**config.mk**
```make
export PLATFORM = sky130hd
export DESIGN_NAME = exu_fu_issue_flat
export DESIGN_NICKNAME = d
export VERILOG_FILES = /design/src/rtl/exu_fu_issue_if.sv /design/src/rtl/exu_fu_issue.sv /design/src/flat_wrapper.sv
export SDC_FILE = /design/constraint.sdc
export NUM_CORES = 1
export LEC_CHECK = 0
export CAP_MARGIN = 15
export CORE_AREA = 2 2 161 163
export CTS_CLUSTER_DIAMETER = 40
export CTS_CLUSTER_SIZE = 10
export DETAILED_ROUTE_END_ITERATION = 8
export DIE_AREA = 0 0 163 165
export PLACE_DENSITY = 0.78
export SYNTH_ARGS = -nofsm -noshare
export SYNTH_HDL_FRONTEND = slang
export SYNTH_SLANG_ARGS = --single-unit
```
**constraint.sdc**
```tcl
create_clock -name clk -period 2.74 [get_ports clk]
set_clock_uncertainty 0.15 [all_clocks]
set_input_delay 0.685 -clock clk [delete_from_list [all_inputs] [get_ports clk]]
set_output_delay 0.685 -clock clk [all_outputs]
set_load 0.02 [all_outputs]
```
**src/rtl/exu_fu_issue_if.sv**
```systemverilog
// Functional-unit request/response port shared by the ALU and later MUL/DIV units.
// The issuing side uses master, the functional unit uses slave.
interface exu_fu_issue_if #(
  parameter int OP_W = 5
);
  logic            fu_valid;
  logic [63:0]     fu_a;
  logic [63:0]     fu_b;
  logic [OP_W-1:0] fu_op;
  logic [63:0]     fu_data;
  logic            fu_data_ok;

  modport master (
    output fu_valid, fu_a, fu_b, fu_op,
    input  fu_data, fu_data_ok
  );

  modport slave (
    input  fu_valid, fu_a, fu_b, fu_op,
    output fu_data, fu_data_ok
  );
endinterface

```
**src/rtl/exu_fu_issue.sv**
```systemverilog
// Execute-stage FU initiator: takes one op from ID, holds it at the FU until data_ok
// (or timeout), then presents the captured result to writeback.
module exu_fu_issue #(
  parameter int OP_W    = 5,
  parameter int TIMEOUT = 16
) (
  input  logic            clk,
  input  logic            resetn,
  input  logic            flush,
  input  logic            in_valid,
  output logic            in_ready,
  input  logic [63:0]     in_a,
  input  logic [63:0]     in_b,
  input  logic [OP_W-1:0] in_op,
  input  logic [4:0]      in_rd,
  input  logic            in_wen,
  exu_fu_issue_if.master  fu,
  output logic            out_valid,
  input  logic            out_ready,
  output logic [63:0]     out_data,
  output logic [4:0]      out_rd,
  output logic            out_wen,
  output logic            out_err,
  output logic            busy
);

  typedef enum logic [1:0] {
    IDLE = 2'd0,
    REQ  = 2'd1,
    RESP = 2'd2
  } state_t;

  localparam logic [7:0] TIMEOUT_CNT = 8'(TIMEOUT);

  state_t          state;
  state_t          state_nxt;
  logic [63:0]     a_q;
  logic [63:0]     b_q;
  logic [OP_W-1:0] op_q;
  logic [4:0]      rd_q;
  logic            wen_q;
  logic [63:0]     data_q;
  logic            err_q;
  logic [7:0]      req_cnt;
  logic [7:0]      req_cnt_nxt;
  logic            accept;
  logic            data_hit;
  logic            timeout_hit;

  assign in_ready = !flush && ((state == IDLE) || ((state == RESP) && out_ready));
  assign accept   = in_valid && in_ready;

  // data_ok in the first REQ cycle may be a leftover from the previous request
  assign data_hit    = (state == REQ) && fu.fu_data_ok && (req_cnt != 8'd0);
  assign req_cnt_nxt = (req_cnt == 8'hFF) ? req_cnt : req_cnt + 8'd1;
  assign timeout_hit = (state == REQ) && !data_hit && (req_cnt_nxt == TIMEOUT_CNT);

  assign fu.fu_valid = (state == REQ);
  assign fu.fu_a     = a_q;
  assign fu.fu_b     = b_q;
  assign fu.fu_op    = op_q;

  assign out_valid = (state == RESP);
  assign out_data  = data_q;
  assign out_rd    = rd_q;
  assign out_wen   = wen_q;
  assign out_err   = err_q;
  assign busy      = (state != IDLE);

  always_ff @(posedge clk or negedge resetn) begin
    if (!resetn) begin
      state <= IDLE;
    end else begin
      state <= state_nxt;
    end
  end

  always_comb begin
    state_nxt = state;
    unique case (state)
      IDLE: begin
        if (accept) state_nxt = REQ;
      end
      REQ: begin
        if (data_hit || timeout_hit) state_nxt = RESP;
      end
      RESP: begin
        if (out_ready) state_nxt = accept ? REQ : IDLE;
      end
      default: state_nxt = IDLE;
    endcase
    // flush beats everything, including a same-cycle FU result
    if (flush) state_nxt = IDLE;
  end

  always_ff @(posedge clk or negedge resetn) begin
    if (!resetn) begin
      a_q     <= '0;
      b_q     <= '0;
      op_q    <= '0;
      rd_q    <= '0;
      wen_q   <= 1'b0;
      data_q  <= '0;
      err_q   <= 1'b0;
      req_cnt <= '0;
    end else if (accept) begin
      a_q     <= in_a;
      b_q     <= in_b;
      op_q    <= in_op;
      rd_q    <= in_rd;
      wen_q   <= in_wen;
      err_q   <= 1'b0;
      req_cnt <= '0;
    end else if ((state == REQ) && !flush) begin
      req_cnt <= req_cnt_nxt;
      if (data_hit) begin
        data_q <= fu.fu_data;
        err_q  <= 1'b0;
      end else if (timeout_hit) begin
        data_q <= '0;
        wen_q  <= 1'b0;
        err_q  <= 1'b1;
      end
    end
  end

endmodule

```
**src/flat_wrapper.sv**
```systemverilog
// flat-port wrapper written by rule: the top's interface ports become plain ports
module exu_fu_issue_flat 
#(
  parameter int OP_W    = 5,
  parameter int TIMEOUT = 16
)
  (clk, resetn, flush, in_valid, in_ready, in_a, in_b, in_op, in_rd, in_wen, out_valid, out_ready, out_data, out_rd, out_wen, out_err, busy, fu_fu_valid, fu_fu_a, fu_fu_b, fu_fu_op, fu_fu_data, fu_fu_data_ok);
  exu_fu_issue_if #(.OP_W(OP_W)) fu_i ();
  input  logic clk;
  input  logic resetn;
  input  logic flush;
  input  logic in_valid;
  output logic in_ready;
  input  logic [63:0] in_a;
  input  logic [63:0] in_b;
  input  logic [OP_W-1:0] in_op;
  input  logic [4:0] in_rd;
  input  logic in_wen;
  output logic out_valid;
  input  logic out_ready;
  output logic [63:0] out_data;
  output logic [4:0] out_rd;
  output logic out_wen;
  output logic out_err;
  output logic busy;
  output wire logic [$bits(fu_i.fu_valid)-1:0] fu_fu_valid;
  output wire logic [$bits(fu_i.fu_a)-1:0] fu_fu_a;
  output wire logic [$bits(fu_i.fu_b)-1:0] fu_fu_b;
  output wire logic [$bits(fu_i.fu_op)-1:0] fu_fu_op;
  input wire logic [$bits(fu_i.fu_data)-1:0] fu_fu_data;
  input wire logic [$bits(fu_i.fu_data_ok)-1:0] fu_fu_data_ok;
  assign fu_fu_valid = fu_i.fu_valid;
  assign fu_fu_a = fu_i.fu_a;
  assign fu_fu_b = fu_i.fu_b;
  assign fu_fu_op = fu_i.fu_op;
  assign fu_i.fu_data = fu_fu_data;
  assign fu_i.fu_data_ok = fu_fu_data_ok;
  exu_fu_issue #(.OP_W(OP_W), .TIMEOUT(TIMEOUT)) u_core (.clk(clk), .resetn(resetn), .flush(flush), .in_valid(in_valid), .in_ready(in_ready), .in_a(in_a), .in_b(in_b), .in_op(in_op), .in_rd(in_rd), .in_wen(in_wen), .fu(fu_i), .out_valid(out_valid), .out_ready(out_ready), .out_data(out_data), .out_rd(out_rd), .out_wen(out_wen), .out_err(out_err), .busy(busy));
endmodule
```
==> metrics, run 1 <==
synthesis warning total=0; total power draw=between 10 and 15 mW; io pins=between 400 and 500; Main synth FF type=dfrtp_1; GPL Wtd Cong=about 0.8; HPWL after detailed placement=18,900 um; # H-tree levels=1; TritonCTS Buffers=31; layout overhead on the synthesized area=67.2%; vias in the first global route=7,730; Final ANT Viol Nets=0; Leakage=7.13 nW; final WL=approximately 26,000 um; DIE HEIGHT=around 170 um; initial antenna violation count=0; Via Count=between 7,000 and 8,000; area share of the largest cell type after synthesis=0.629; Die ar.=around 27,000 um^2; Hold WS=9.96 ps; CP Launch Type=flop; syn_area_per_cell=9.62 um^2; drt first pass iters=5; slew margin rel.=0.620; first-pass GRT wire length=41,200 um; sequential share of the synthesized area=0.629; Die W=163 um; Worst Setup End Kind=primary output; power per cell area=996 nW/um^2; DR WL/cell=about 16 um; fillcell total=between 2,000 and 2,500; I/O Buffers=416; post-layout min period=2660 ps; top cells by count, synth=421 x nand2_1, 214 x dfrtp_1, 75 x nor2_1; synth top area cells=dfrtp_1 63%, nand2_1 19%, mux2i_1 7.8%; Worst Path Required=1900 ps; Min-Delay Path Class=primary input to async pin; Residual DRC=0; Synth area leader=dfrtp_1; #FFs+latches synth=between 200 and 250; footprint of the multi-input gates=between 2000 and 3000 um^2; Fmax=376 MHz; cell area after synthesis=8510 um^2; crit path DAT=1830 ps; Post-Syn Nets=1,095; layout cells sized above 1=0.0611; CTS tree=built; count of unique library cells instantiated by Yosys=38; Max IR drop VDD=727 uV; Seq. cell area=5360 um^2; Post-Synthesis Cells=884; Core Region=around 25,000 um^2; CTS max path bufs=3; Tot GR Track Use=0.192; row cnt=58; Skew-Pair Late Insertion Delay=between 500 and 600 ps; ANT cells=0; final cell count without fillers=around 1,700; status=finished clean; EDFF count, synth=0; count leader, synth=nand2_1; NumNets Final=1,520; Via density=4.58; starting density of the core=0.340; CP max FO=5; clock-pin slew on the worst setup and hold paths=about 50 ps; final setup violating endpoints=0; clk sinks=between 200 and 250; placed cells=1,606; max_cap viols=0; DRT iter0 DRCs=326; critical path class=flop to primary output; asr flop ratio synth=1.00; largest net degree at the start of global routing=66; gr ovfl total=0; root buffer cell=clkbuf_16; Final Hold Vio Count=0; final period utilization=0.971; max-slew violations=0; Slew @ Worst Pin=570 ps; unrepaired setup endpoints after global routing=no
cell type report:
cell class,count,area share
Sequential cell,214,0.376
Timing Repair Buffer,443,0.319
Clock inverter,13,0.0128
Multi-Input combinational cell,613,0.204
Tap cell,330,0.0290
Clock buffer,37,0.0575
Inverter,6,0.00158
stage by stage:
step | cell area, um^2 | util | worst slack (ps) | setup TNS, ps
floorplan | 8510 | - | 489 | 0
global placement | 13200 | 0.528 | -198 | -198
detailed placement | 13200 | 0.528 | -181 | -181
CTS | 14200 | 0.568 | 35.3 | 0
global route | 14200 | 0.568 | 18.3 | 0
finish | 14200 | 0.568 | 79.2 | 0
cell families after synthesis:
kind of cell / synth area share
simple gates: 0.238
buf+inv: 0.0318
flops: 0.629
mux: 0.0776
xor+xnor: 0.00206
compound gates: 0.0181
fa+ha+maj: 0.00294
worst max-delay path, cell delays in order, from the launching register on:
cell and delay, ps:
dfrtp_1 420, or2_2 330, clkdlybuf4s50_1 540
state kept, by name (all words and copies together) (netlist names):
signal	cells
u_core.fu.fu_a	64
u_core.fu.fu_b	64
u_core.out_data	64
u_core.req_cnt	8
u_core.fu.fu_op	5
u_core.out_rd	5
u_core.state	2
u_core.out_err	1
u_core.out_wen	1
final timing paths:
kind,from,to,slack [ps],depth (start not counted)
worst max-delay path,u_core.state[1]$_DFFE_PN0P_,busy,80,2
worst min-delay path,resetn,u_core.fu.fu_b[34]$_DFFE_PN0N_,10,1
worst max register to register,u_core.req_cnt[4]$_DFFE_PN0P_,u_core.out_data[53]$_DFFE_PN0P_,430,7
worst min register to register,u_core.fu.fu_b[45]$_DFFE_PN0N_,u_core.fu.fu_b[45]$_DFFE_PN0N_,320,2
max in group asynchronous,resetn,u_core.fu.fu_a[11]$_DFFE_PN0N_,1770,2
min in group clk,u_core.fu.fu_b[45]$_DFFE_PN0N_,u_core.fu.fu_b[45]$_DFFE_PN0N_,320,2
placed cells by master, fill, tap and decap left out, drive strengths merged, types with 5 or more instances in the layout:
master | netlist | routed
clkinvlp | 0 | 5
clkbuf | 30 | 38
nand2 | 421 | 421
nor2 | 75 | 75
clkdlybuf4s50 | 0 | 413
buf | 21 | 27
dfrtp | 214 | 214
mux2i | 66 | 66
inv | 6 | 7
layer usage:
layer / track usage / vias up / part of all wire
li1: - / 3613 / -
met5: 0 / - / 0
met3: 0.0532 / 58 / 0.084
met2: 0.325 / 328 / 0.50
met4: 0.0664 / 0 / 0.029
met1: 0.238 / 3579 / 0.39
where the power goes:
part | total (mW) | internal (mW) | switching [mW] | leakage [nW]
combinational | 5.49 | 2.65 | 2.84 | 3.99
sequential | 4.84 | 4.24 | 0.605 | 2.67
clock | 3.84 | 2.47 | 1.37 | 0.475
total | 14.2 | 9.36 | 4.81 | 7.13
repair_timing:
item	4_1_cts	5_1_grt
hold buffers	0	0
endpoints found under the setup margin	2	0
buffers inserted	0	0
gates resized for setup	2	0
Power figures use the tool's default switching activity.
==> inputs of run 2 (changes only) <==
- ABC_CLOCK_PERIOD_IN_PS: unset -> 2740
- MAX_ROUTING_LAYER: unset -> met4
==> run 2 against run 1 <==
  * Power barely moved
  * Combinational power barely moved
  * Count of clock-buffer cells in the layout did not move
  * Final area did not move
  * Via count barely moved
  * Sequential power barely moved
  * Wire length barely moved
  * Maximum frequency fell by 0.13%
  * Register-to-register slack barely moved
  * Hold slack improved by 7.6 ps
  * Largest power group unchanged
==> metrics, run 2 (synthesis results as in run 1) <==
status=finished clean; Via density=4.57; starting density of the core=0.340; critical-path cell list=or2_2 -> clkdlybuf4s50_1; # H-tree levels=1; layout cells sized above 1=0.0611; ANT cells=0; M3 GR Usage=0.0429; DIE HEIGHT=165 um; fillcell total=2,099; gr ovfl total=0; final WL=26,400 um; final period utilization=0.972; io pins=417; Top delay family on crit path=buffers and inverters; first-pass GRT wire length=just over 40,000 um; initial antenna violation count=0; CP Launch Type=flop; final cell count without fillers=1,656; slew margin rel.=0.623; GPL Wtd Cong=0.825; total negative slack=0 ps; power per cell area=997 nW/um^2; crit path DAT=1830 ps; Reg2Reg Depth=7; row cnt=between 50 and 60; I/O Buffers=416; DR WL/cell=15.9 um; Setup Buffers After CTS=0; unrepaired setup endpoints after global routing=no; FF-to-FF setup slack=between 400 and 500 ps; worst path bufs/invs=1; Via Count=7,571; layout overhead on the synthesized area=67.2%; Hold WS=17.6 ps; Fmax=375 MHz; vias in the first global route=between 7,000 and 8,000; Residual DRC=0; critical path class=flop to primary output; DRT iter0 DRCs=354; clk sinks=214; post-layout min period=2660 ps; largest net degree at the start of global routing=66; RR Endpoint=u_core.out_data[53]$_DFFE_PN0P_; CTS tree=built; Leakage=7.13 nW; Final ANT Viol Nets=0; root buffer cell=clkbuf_16; final setup violating endpoints=0; max_cap viols=0; internal power=9.36 mW; placed cells=1,606; slowest stage delay, CP=540 ps; Core Region=25,000 um^2; Die ar.=26,900 um^2; HPWL after detailed placement=around 19,000 um; Min-Delay Path Class=primary input to async pin; Worst Setup End Kind=primary output; reg2reg start=u_core.req_cnt[4]$_DFFE_PN0P_; grt met1 use=0.245; drt first pass iters=5; Sw Ratio=0.340; NumNets Final=approximately 1,500; Slew @ Worst Pin=roughly 570 ps; Tot GR Track Use=0.198; most frequent cells in the layout=419 x nand2_1, 413 x clkdlybuf4s50_1, 214 x dfrtp_1; Die W=~160 um; Sequential Power Share=0.341; max-slew violations=0; CP max FO=6; sw power=4.82 mW; TritonCTS Buffers=31; CP max-delay cell=clkdlybuf4s50_1; met2 Use GR=0.325; most common cell after layout, fill and taps aside=nand2_1; clock-pin slew on the worst setup and hold paths=about 50 ps; clock share of power=0.271; Worst Path Required=1900 ps; Max IR drop VDD=724 uV; Skew-Pair Late Insertion Delay=530 ps; Final Hold Vio Count=0; Gate power share=0.387; CTS max path bufs=3; most crowded layer after global routing=met2
run 2: repair_timing:
action | 4_1_cts | 5_1_grt
setup endpoints to repair | 2 | 0
gates resized for setup | 2 | 0
hold buffers | 0 | 0
run 2: worst register-to-register path: stages, from the launching register on:
cell and delay, ps:
dfrtp_1 490, nor4_1 390, a31oi_1 170, buf_4 170, nand2_4 70, buf_12 360
mux2i_1 320, nor2_1 60
run 2: layout make-up:
| type | count | area (um^2) | share of cell area |
|---|---|---|---|
| Clock buffer | 37 | 818 | 0.0575 |
| Multi-Input combinational cell | 613 | 2900 | 0.204 |
| Clock inverter | 13 | 181 | 0.0128 |
| Sequential cell | 214 | 5360 | 0.376 |
| Inverter | 6 | 22.5 | 0.00158 |
| Timing Repair Buffer | 443 | 4530 | 0.319 |
| Tap cell | 330 | 413 | 0.0290 |
run 2: how the worst max path moves through the flow:
stage / from / end / slack (ps) / depth (start not counted)
6_report: u_core.state[0]$_DFFE_PN0P_ / busy / 80 / 2
5_1_grt: u_core.state[0]$_DFFE_PN0P_ / busy / 20 / 2
4_1_cts: u_core.state[0]$_DFFE_PN0P_ / busy / 40 / 2
3_5_place_dp: flush / in_ready / -180 / 4
3_3_place_gp: flush / in_ready / -200 / 4
2_1_floorplan: out_ready / u_core.fu.fu_a[0]$_DFFE_PN0N_ / 490 / 7
run 2: metrics by stage:
step	total power [mW]	utilization	setup WS (ps)	cell area, um^2
finish	14.2	0.568	75.8	14200
global route	14.9	0.568	18.3	14200
CTS	14.3	0.568	35.3	14200
detailed placement	10.4	0.528	-181	13200
global placement	10.3	0.528	-198	13200
floorplan	7.31	-	489	8510
run 2: routing by layer:
layer,part of all wire,vias to the layer above
met2,0.49,336
met1,0.40,3560
met4,0.029,0
li1,-,3614
met3,0.074,61
met5,0,-
run 2: power by group through the flow:
stage          logic [mW]  clock network [mW]  registers [mW]
2_1_floorplan        1.16                   0            6.14
3_3_place_gp         5.45                   0            4.83
3_5_place_dp         5.53                   0            4.87
4_1_cts              5.56                3.94            4.85
5_1_grt              5.89                4.08            4.98
6_report             5.49                3.85            4.84
